$ cat src/rtl/vga_scan_timer.sv
`default_nettype none
// ============================================================================
// Module   : vga_scan_timer
// Brief    : 640x480@60 VGA scan timing from a 2x system clock. Produces the
//            DrawX/DrawY scan position, pixel and frame ticks, latency-aligned
//            sync/blank strobes and blank-gated RGB capture.
// Revision : 1.0 - initial release
// ============================================================================
module vga_scan_timer #(
    parameter int H_VIS   = 640,
    parameter int H_FP    = 16,
    parameter int H_SYNC  = 96,
    parameter int H_BP    = 48,
    parameter int V_VIS   = 480,
    parameter int V_FP    = 10,
    parameter int V_SYNC  = 2,
    parameter int V_BP    = 33,
    parameter int LATENCY = 2
) (
    input  logic       Clk,
    input  logic       Reset,
    input  logic [7:0] Red_in,
    input  logic [7:0] Green_in,
    input  logic [7:0] Blue_in,
    output logic [9:0] DrawX,
    output logic [9:0] DrawY,
    output logic       in_visible,
    output logic       pixel_tick,
    output logic       frame_tick,
    output logic       VGA_CLK,
    output logic       VGA_HS,
    output logic       VGA_VS,
    output logic       VGA_BLANK_N,
    output logic       VGA_SYNC_N,
    output logic [7:0] VGA_R,
    output logic [7:0] VGA_G,
    output logic [7:0] VGA_B
);

    localparam logic [9:0] c_H_VIS      = 10'(H_VIS);
    localparam logic [9:0] c_V_VIS      = 10'(V_VIS);
    localparam logic [9:0] c_H_LAST     = 10'(H_VIS + H_FP + H_SYNC + H_BP - 1);
    localparam logic [9:0] c_V_LAST     = 10'(V_VIS + V_FP + V_SYNC + V_BP - 1);
    localparam logic [9:0] c_HS_START   = 10'(H_VIS + H_FP);
    localparam logic [9:0] c_HS_END     = 10'(H_VIS + H_FP + H_SYNC - 1);
    localparam logic [9:0] c_VS_START   = 10'(V_VIS + V_FP);
    localparam logic [9:0] c_VS_END     = 10'(V_VIS + V_FP + V_SYNC - 1);

    logic               r_clk_div;
    logic [9:0]         r_hc;
    logic [9:0]         r_vc;
    logic [LATENCY-1:0] r_hs_dly;
    logic [LATENCY-1:0] r_vs_dly;
    logic [LATENCY-1:0] r_blank_dly;
    logic [7:0]         r_red;
    logic [7:0]         r_green;
    logic [7:0]         r_blue;

    logic w_pixel_tick;
    logic w_hs_raw;
    logic w_vs_raw;
    logic w_in_visible;
    logic w_blank_feed;

    // Reset gating keeps both ticks quiet for the whole reset cycle.
    assign w_pixel_tick = r_clk_div & ~Reset;
    assign w_in_visible = (r_hc < c_H_VIS) && (r_vc < c_V_VIS);
    assign w_hs_raw     = ~((r_hc >= c_HS_START) && (r_hc <= c_HS_END));
    assign w_vs_raw     = ~((r_vc >= c_VS_START) && (r_vc <= c_VS_END));

    // RGB is gated by the blank value that lands on VGA_BLANK_N at the same tick.
    generate
        if (LATENCY == 1) begin : g_feed_raw
            assign w_blank_feed = w_in_visible;
        end else begin : g_feed_dly
            assign w_blank_feed = r_blank_dly[LATENCY-2];
        end
    endgenerate

    always_ff @(posedge Clk) begin
        if (Reset) begin
            r_clk_div   <= 1'b0;
            r_hc        <= 10'd0;
            r_vc        <= 10'd0;
            r_hs_dly    <= '1;
            r_vs_dly    <= '1;
            r_blank_dly <= '0;
            r_red       <= 8'd0;
            r_green     <= 8'd0;
            r_blue      <= 8'd0;
        end else begin
            r_clk_div <= ~r_clk_div;
            if (w_pixel_tick) begin
                if (r_hc == c_H_LAST) begin
                    r_hc <= 10'd0;
                    if (r_vc == c_V_LAST) begin
                        r_vc <= 10'd0;
                    end else begin
                        r_vc <= r_vc + 10'd1;
                    end
                end else begin
                    r_hc <= r_hc + 10'd1;
                end

                r_hs_dly[0]    <= w_hs_raw;
                r_vs_dly[0]    <= w_vs_raw;
                r_blank_dly[0] <= w_in_visible;
                for (int i = 1; i < LATENCY; i++) begin
                    r_hs_dly[i]    <= r_hs_dly[i-1];
                    r_vs_dly[i]    <= r_vs_dly[i-1];
                    r_blank_dly[i] <= r_blank_dly[i-1];
                end

                if (w_blank_feed) begin
                    r_red   <= Red_in;
                    r_green <= Green_in;
                    r_blue  <= Blue_in;
                end else begin
                    r_red   <= 8'd0;
                    r_green <= 8'd0;
                    r_blue  <= 8'd0;
                end
            end
        end
    end

    assign DrawX       = r_hc;
    assign DrawY       = r_vc;
    assign in_visible  = w_in_visible;
    assign pixel_tick  = w_pixel_tick;
    assign frame_tick  = w_pixel_tick && (r_hc == c_H_LAST) && (r_vc == c_V_LAST);
    assign VGA_CLK     = r_clk_div;
    assign VGA_HS      = r_hs_dly[LATENCY-1];
    assign VGA_VS      = r_vs_dly[LATENCY-1];
    assign VGA_BLANK_N = r_blank_dly[LATENCY-1];
    assign VGA_SYNC_N  = 1'b0;
    assign VGA_R       = r_red;
    assign VGA_G       = r_green;
    assign VGA_B       = r_blue;

endmodule
`default_nettype wire

$ cat config.mk
export PLATFORM = sky130hd
export DESIGN_NAME = vga_scan_timer
export DESIGN_NICKNAME = d
export VERILOG_FILES = /design/src/rtl/vga_scan_timer.sv
export SDC_FILE = /design/constraint.sdc
export NUM_CORES = 1
export LEC_CHECK = 0
export CAP_MARGIN = 30
export CORE_MARGIN = 2
export CORE_UTILIZATION = 45
export DETAILED_ROUTE_END_ITERATION = 12
export PLACE_DENSITY = 0.82
export SETUP_SLACK_MARGIN = 0.1
export SYNTH_ARGS = -nofsm -noshare
export SYNTH_HDL_FRONTEND = slang
export SYNTH_SLANG_ARGS = --single-unit
$ cat constraint.sdc
create_clock -name Clk -period 5.9 [get_ports Clk]
set_clock_uncertainty 0.15 [all_clocks]
set_input_delay 1.18 -clock Clk [delete_from_list [all_inputs] [get_ports Clk]]
set_output_delay 1.18 -clock Clk [all_outputs]
set_load 0.02 [all_outputs]
## Yosys cells after proc, flatten, opt, wreduce, memory -nomap -nowiden

Cells that the tools add are included.

- Add/sub/neg operators: 2
- $mul: 0
- Div/mod/pow operators: 0
- $lt $le $gt $ge: 6
- Equal/unequal tests: 2
- Shift-type cells: 0
- Mux-type cells: 5
- Bitwise logic cells: 5
- Reduce and logical (&&, ||, !) cells: 6

Operators with widths:

| cell | number |
|---|---|
| 8-bit 2-to-1 mux | 3 |
| 10-bit by 1-bit adder with 10-bit output, second input constant | 2 |
| 10-bit equality test, second input constant | 2 |
| 10-bit 2-to-1 mux | 2 |
| 10-bit >= comparator, second input constant | 1 |
| 10-bit by 9-bit >= comparator with 1-bit output, second input constant | 1 |
| 10-bit <= comparator, second input constant | 1 |
| 10-bit by 9-bit <= comparator with 1-bit output, second input constant | 1 |
| 10-bit < comparator, second input constant | 1 |
| 10-bit by 9-bit < comparator with 1-bit output, second input constant | 1 |
| 1-bit logical AND | 5 |
| 1-bit inverter | 4 |
| 2-bit AND reduction | 1 |
| 1-bit AND | 1 |

- Register bits after elaboration: 51
- Latch bits: 0
- Memory bits (writable): 0
- ROM bits: 0
- Input bits: 26
- Output and inout bits: 52
- Memories: 0

## Logic depth before layout (Yosys ltp)

- Depth after elaboration: 4
- Gate-level depth with buffers: 7

## Worst setup path after synthesis

Ideal clock, no wire load.

- Path type: input -> output
- Start point: input Reset
- End point: output frame_tick
- Arrival: 2,297 ps
- Required time: 4,570 ps
- Path slack: 2,273 ps
- Stages: 4
- Buffers on the path: 2
- Cells stage by stage: or4_1 clkbuf_1 buf_2 nor2_1

- Longest elaborated chain between the ends: 4

Ends and longest elaborated chain:

| item | RTL line | source |
|---|---|---|
| from (decl) | 21 | `input logic Reset,` |
| 1-bit inverter | 66 | `assign w_pixel_tick = r_clk_div & ~Reset;` |
| 1-bit AND | 66 |  |
| 1-bit logical AND (2 in a row) | 131 | `assign frame_tick = w_pixel_tick && (r_hc == c_H_LAST) && (r_vc == c_V_LAST);` |
| to (decl) | 29 | `output logic frame_tick,` |

No other way between the ends.

## Final worst setup path

Ends and elaborated chain as after synthesis.

==> metrics.cfg <==
[cells_and_area]
syn_to_final_growth_pct = 45.1
multi_input_area_sq_um = 955
drive_gt1_frac = 0.0500
fin_nets = 309
regArea_sq_um = 1020
fillers = 339
layout.cells.non_filler = 332
num_antenna_cells = 0
postLayoutCellArea_sq_um = 2960

[power_and_ir_drop]
power_leakage_nw = 1.08
peakVddDrop_v = 0.000156
power_density_nw_per_um2 = 236
p_total_uw = 698

[synthesis]
synth_area_leaders = dfxtp_1, a22o_1, nor2_1, xor2_1, a21oi_1
syn_area_sq_um = 2040
synth_top_area_share = 0.501
synth-main-ff-cell = dfxtp_1
yosys.cell_types.count = 42
ys_warn_count = 0
syn_avg_cell_area_sq_um = 9.85
synthCells = 207
synth.yosys.seq_area_share = 0.501
synth_nets = 237
synth_edf_count = 0
synthArstFlopShare = 0
synth_largest_area_cell = dfxtp_1
ys_seq_elements = 51

[drt]
drt-initial-drc-count = 134
vias_per_cell = 5.36
route.detailed.drc = 0
final_antenna_net_count = 0
via_count = 1781
routed_wl_mm = 4.62
wl_per_cell_um = 13.9
dr.pass1.iters = 4

[timing]
fmaxAchievable_ghz = 0.206
setup_tns_ns = 0
tightestPinTransition_ns = 1.00
drv_slew = 0
rsz0062_at_grt = no
fin_crit_sh = 0.824
hold_viol_final = 0
finalSetupViolations = 0
whs_ns = 0.322
layout_min_cycle_time_ns = 4.86
relSlewSlack = 0.332

[flow_run]
drv_cap = 0

[setup_path]
crit_path_end_kind = primary output
cp.arrival_ns = 3.53
worstPathRequired_ns = 4.57
crit_path_start_kind = input port
cp_max_fo = 16
reg2reg_slack_ns = 3.25
crit_type = input port to primary output

[placed_design]
io_buffers = 76
gp_congestion = 0.787
dpl.hpwl_mm = 3.26
placed_area_sq_um = 2820
dp_cells = 324

[clock_network]
clk_latency_ns = 0.30
cts_tree = yes
cts_buffers = 5
post_cts_buffers = 0
htreeDepth = 2
cts_buffer_depth = 2
ctsHoldBuffers = 0
cts_resized = 0
cts.sinks = 51
clk_pin_slew_ns = 0.09
cts-root-buf = clkbuf_8

[outcome]
status = finished clean

[worst_hold_path]
hp-class = flip-flop to flip-flop

[floorplanning]
core_sq_um = 4350
die-area_sq_um = 5080
start_util = 0.468
die_x_um = 71.3
die_h_um = 71.3
rows = 24
ioPinCount = 78

[global_route]
grt_use_total = 0.193
grt_pass1_vias = 1760
grt_max_degree = 28
overflow = 0
grt_pass1_wl_mm = 7.94
antenna_found_initial = 0

cell usage after synthesis (3+ instances only):
| cell | count |
|---|---|
| xor2_1 | 6 |
| or3_1 | 4 |
| or4_1 | 3 |
| a21oi_1 | 10 |
| nand3_1 | 5 |
| nor3_1 | 6 |
| nand4_1 | 4 |
| nand2_1 | 9 |
| nor2b_1 | 4 |
| a22o_1 | 25 |
| ha_1 | 4 |
| nor2_1 | 16 |
| dfxtp_1 | 51 |
| clkbuf_1 | 9 |
| o21ai_0 | 6 |
| inv_1 | 5 |
| and2_1 | 5 |
| xnor2_1 | 4 |
sequential cells by signal, summed over array words and instances (netlist names):
name	flops
VGA_R	8
DrawY	10
VGA_CLK	1
r_blank_dly	2
DrawX	10
VGA_G	8
r_hs_dly	2
VGA_B	8
r_vs_dly	2
routing by layer:
metal / up-vias / track usage / wire length (um)
met5: - / 0 / 0
met4: 0 / 0.0587 / 39
met3: 4 / 0.0844 / 487
met2: 83 / 0.302 / 2070
met1: 800 / 0.240 / 2020
li1: 894 / - / -
where the power goes:
part	switching (mW)	leakage (nW)	internal, mW
clock network	0.113	0.0644	0.169
registers	0.00611	0.413	0.351
logic	0.0255	0.598	0.0329
total	0.145	1.08	0.553
path summary, 6_finish.rpt:
kind,from,end,cells past startpoint
max,Reset,frame_tick,4
min reg2reg,r_blank_dly[1],r_blank_dly[1],1
min,r_blank_dly[1],r_blank_dly[1],1
max reg2reg,VGA_CLK,DrawY[7],4
critical path, stage by stage:
cell and delay, ns:
clkdlybuf4s50_1 0.68, or4_1 0.88, nor2_1 0.18, clkdlybuf4s50_1 0.61
placed cells by master (no fill, tap or decap), types with 2 or more instances in the layout:
cell	n
clkdlybuf4s50_1	76
dfxtp_1	51
a22o_1	25
nor2_1	15
a21oi_1	10
nand2_1	9
o21ai_0	6
nor3_1	6
xor2_1	6
inv_1	5
nand3_1	5
and2_1	5
clkbuf_8	5
nor2b_1	4
nand4_1	4
xnor2_1	4
or3_1	4
ha_1	4
or4_1	3
and4b_1	2
and3_1	2
o31ai_1	2
and4_1	2
nor4_1	2
nand3b_1	2
a211o_1	2
bufinv_16	2
stage by stage:
stage	setup slack, ns	utilization
floorplan	2.27	-
global placement	1.08	0.648
detailed placement	1.05	0.648
CTS	1.05	0.679
global route	0.950	0.679
finish	1.04	0.679
cells by family after synthesis:
family / Yosys count / share of synthesized area
muxes: 1 / 0.00491
DFF: 51 / 0.501
AOI/OAI and AO/OA: 53 / 0.196
adders and majority gates: 4 / 0.0246
xor gates and xnor gates: 10 / 0.0430
and+or+nand+nor: 71 / 0.196
buffers and inverters: 16 / 0.0319
other: 1 / 0.00184
layout make-up:
type | count | area share
Multi-Input combinational cell | 140 | 0.323
Clock inverter | 3 | 0.0229
Tap cell | 52 | 0.0220
Clock buffer | 5 | 0.0233
Inverter | 5 | 0.00635
Sequential cell | 51 | 0.345
Timing Repair Buffer | 76 | 0.257
Note: power is estimated with default switching activity, not from simulation.
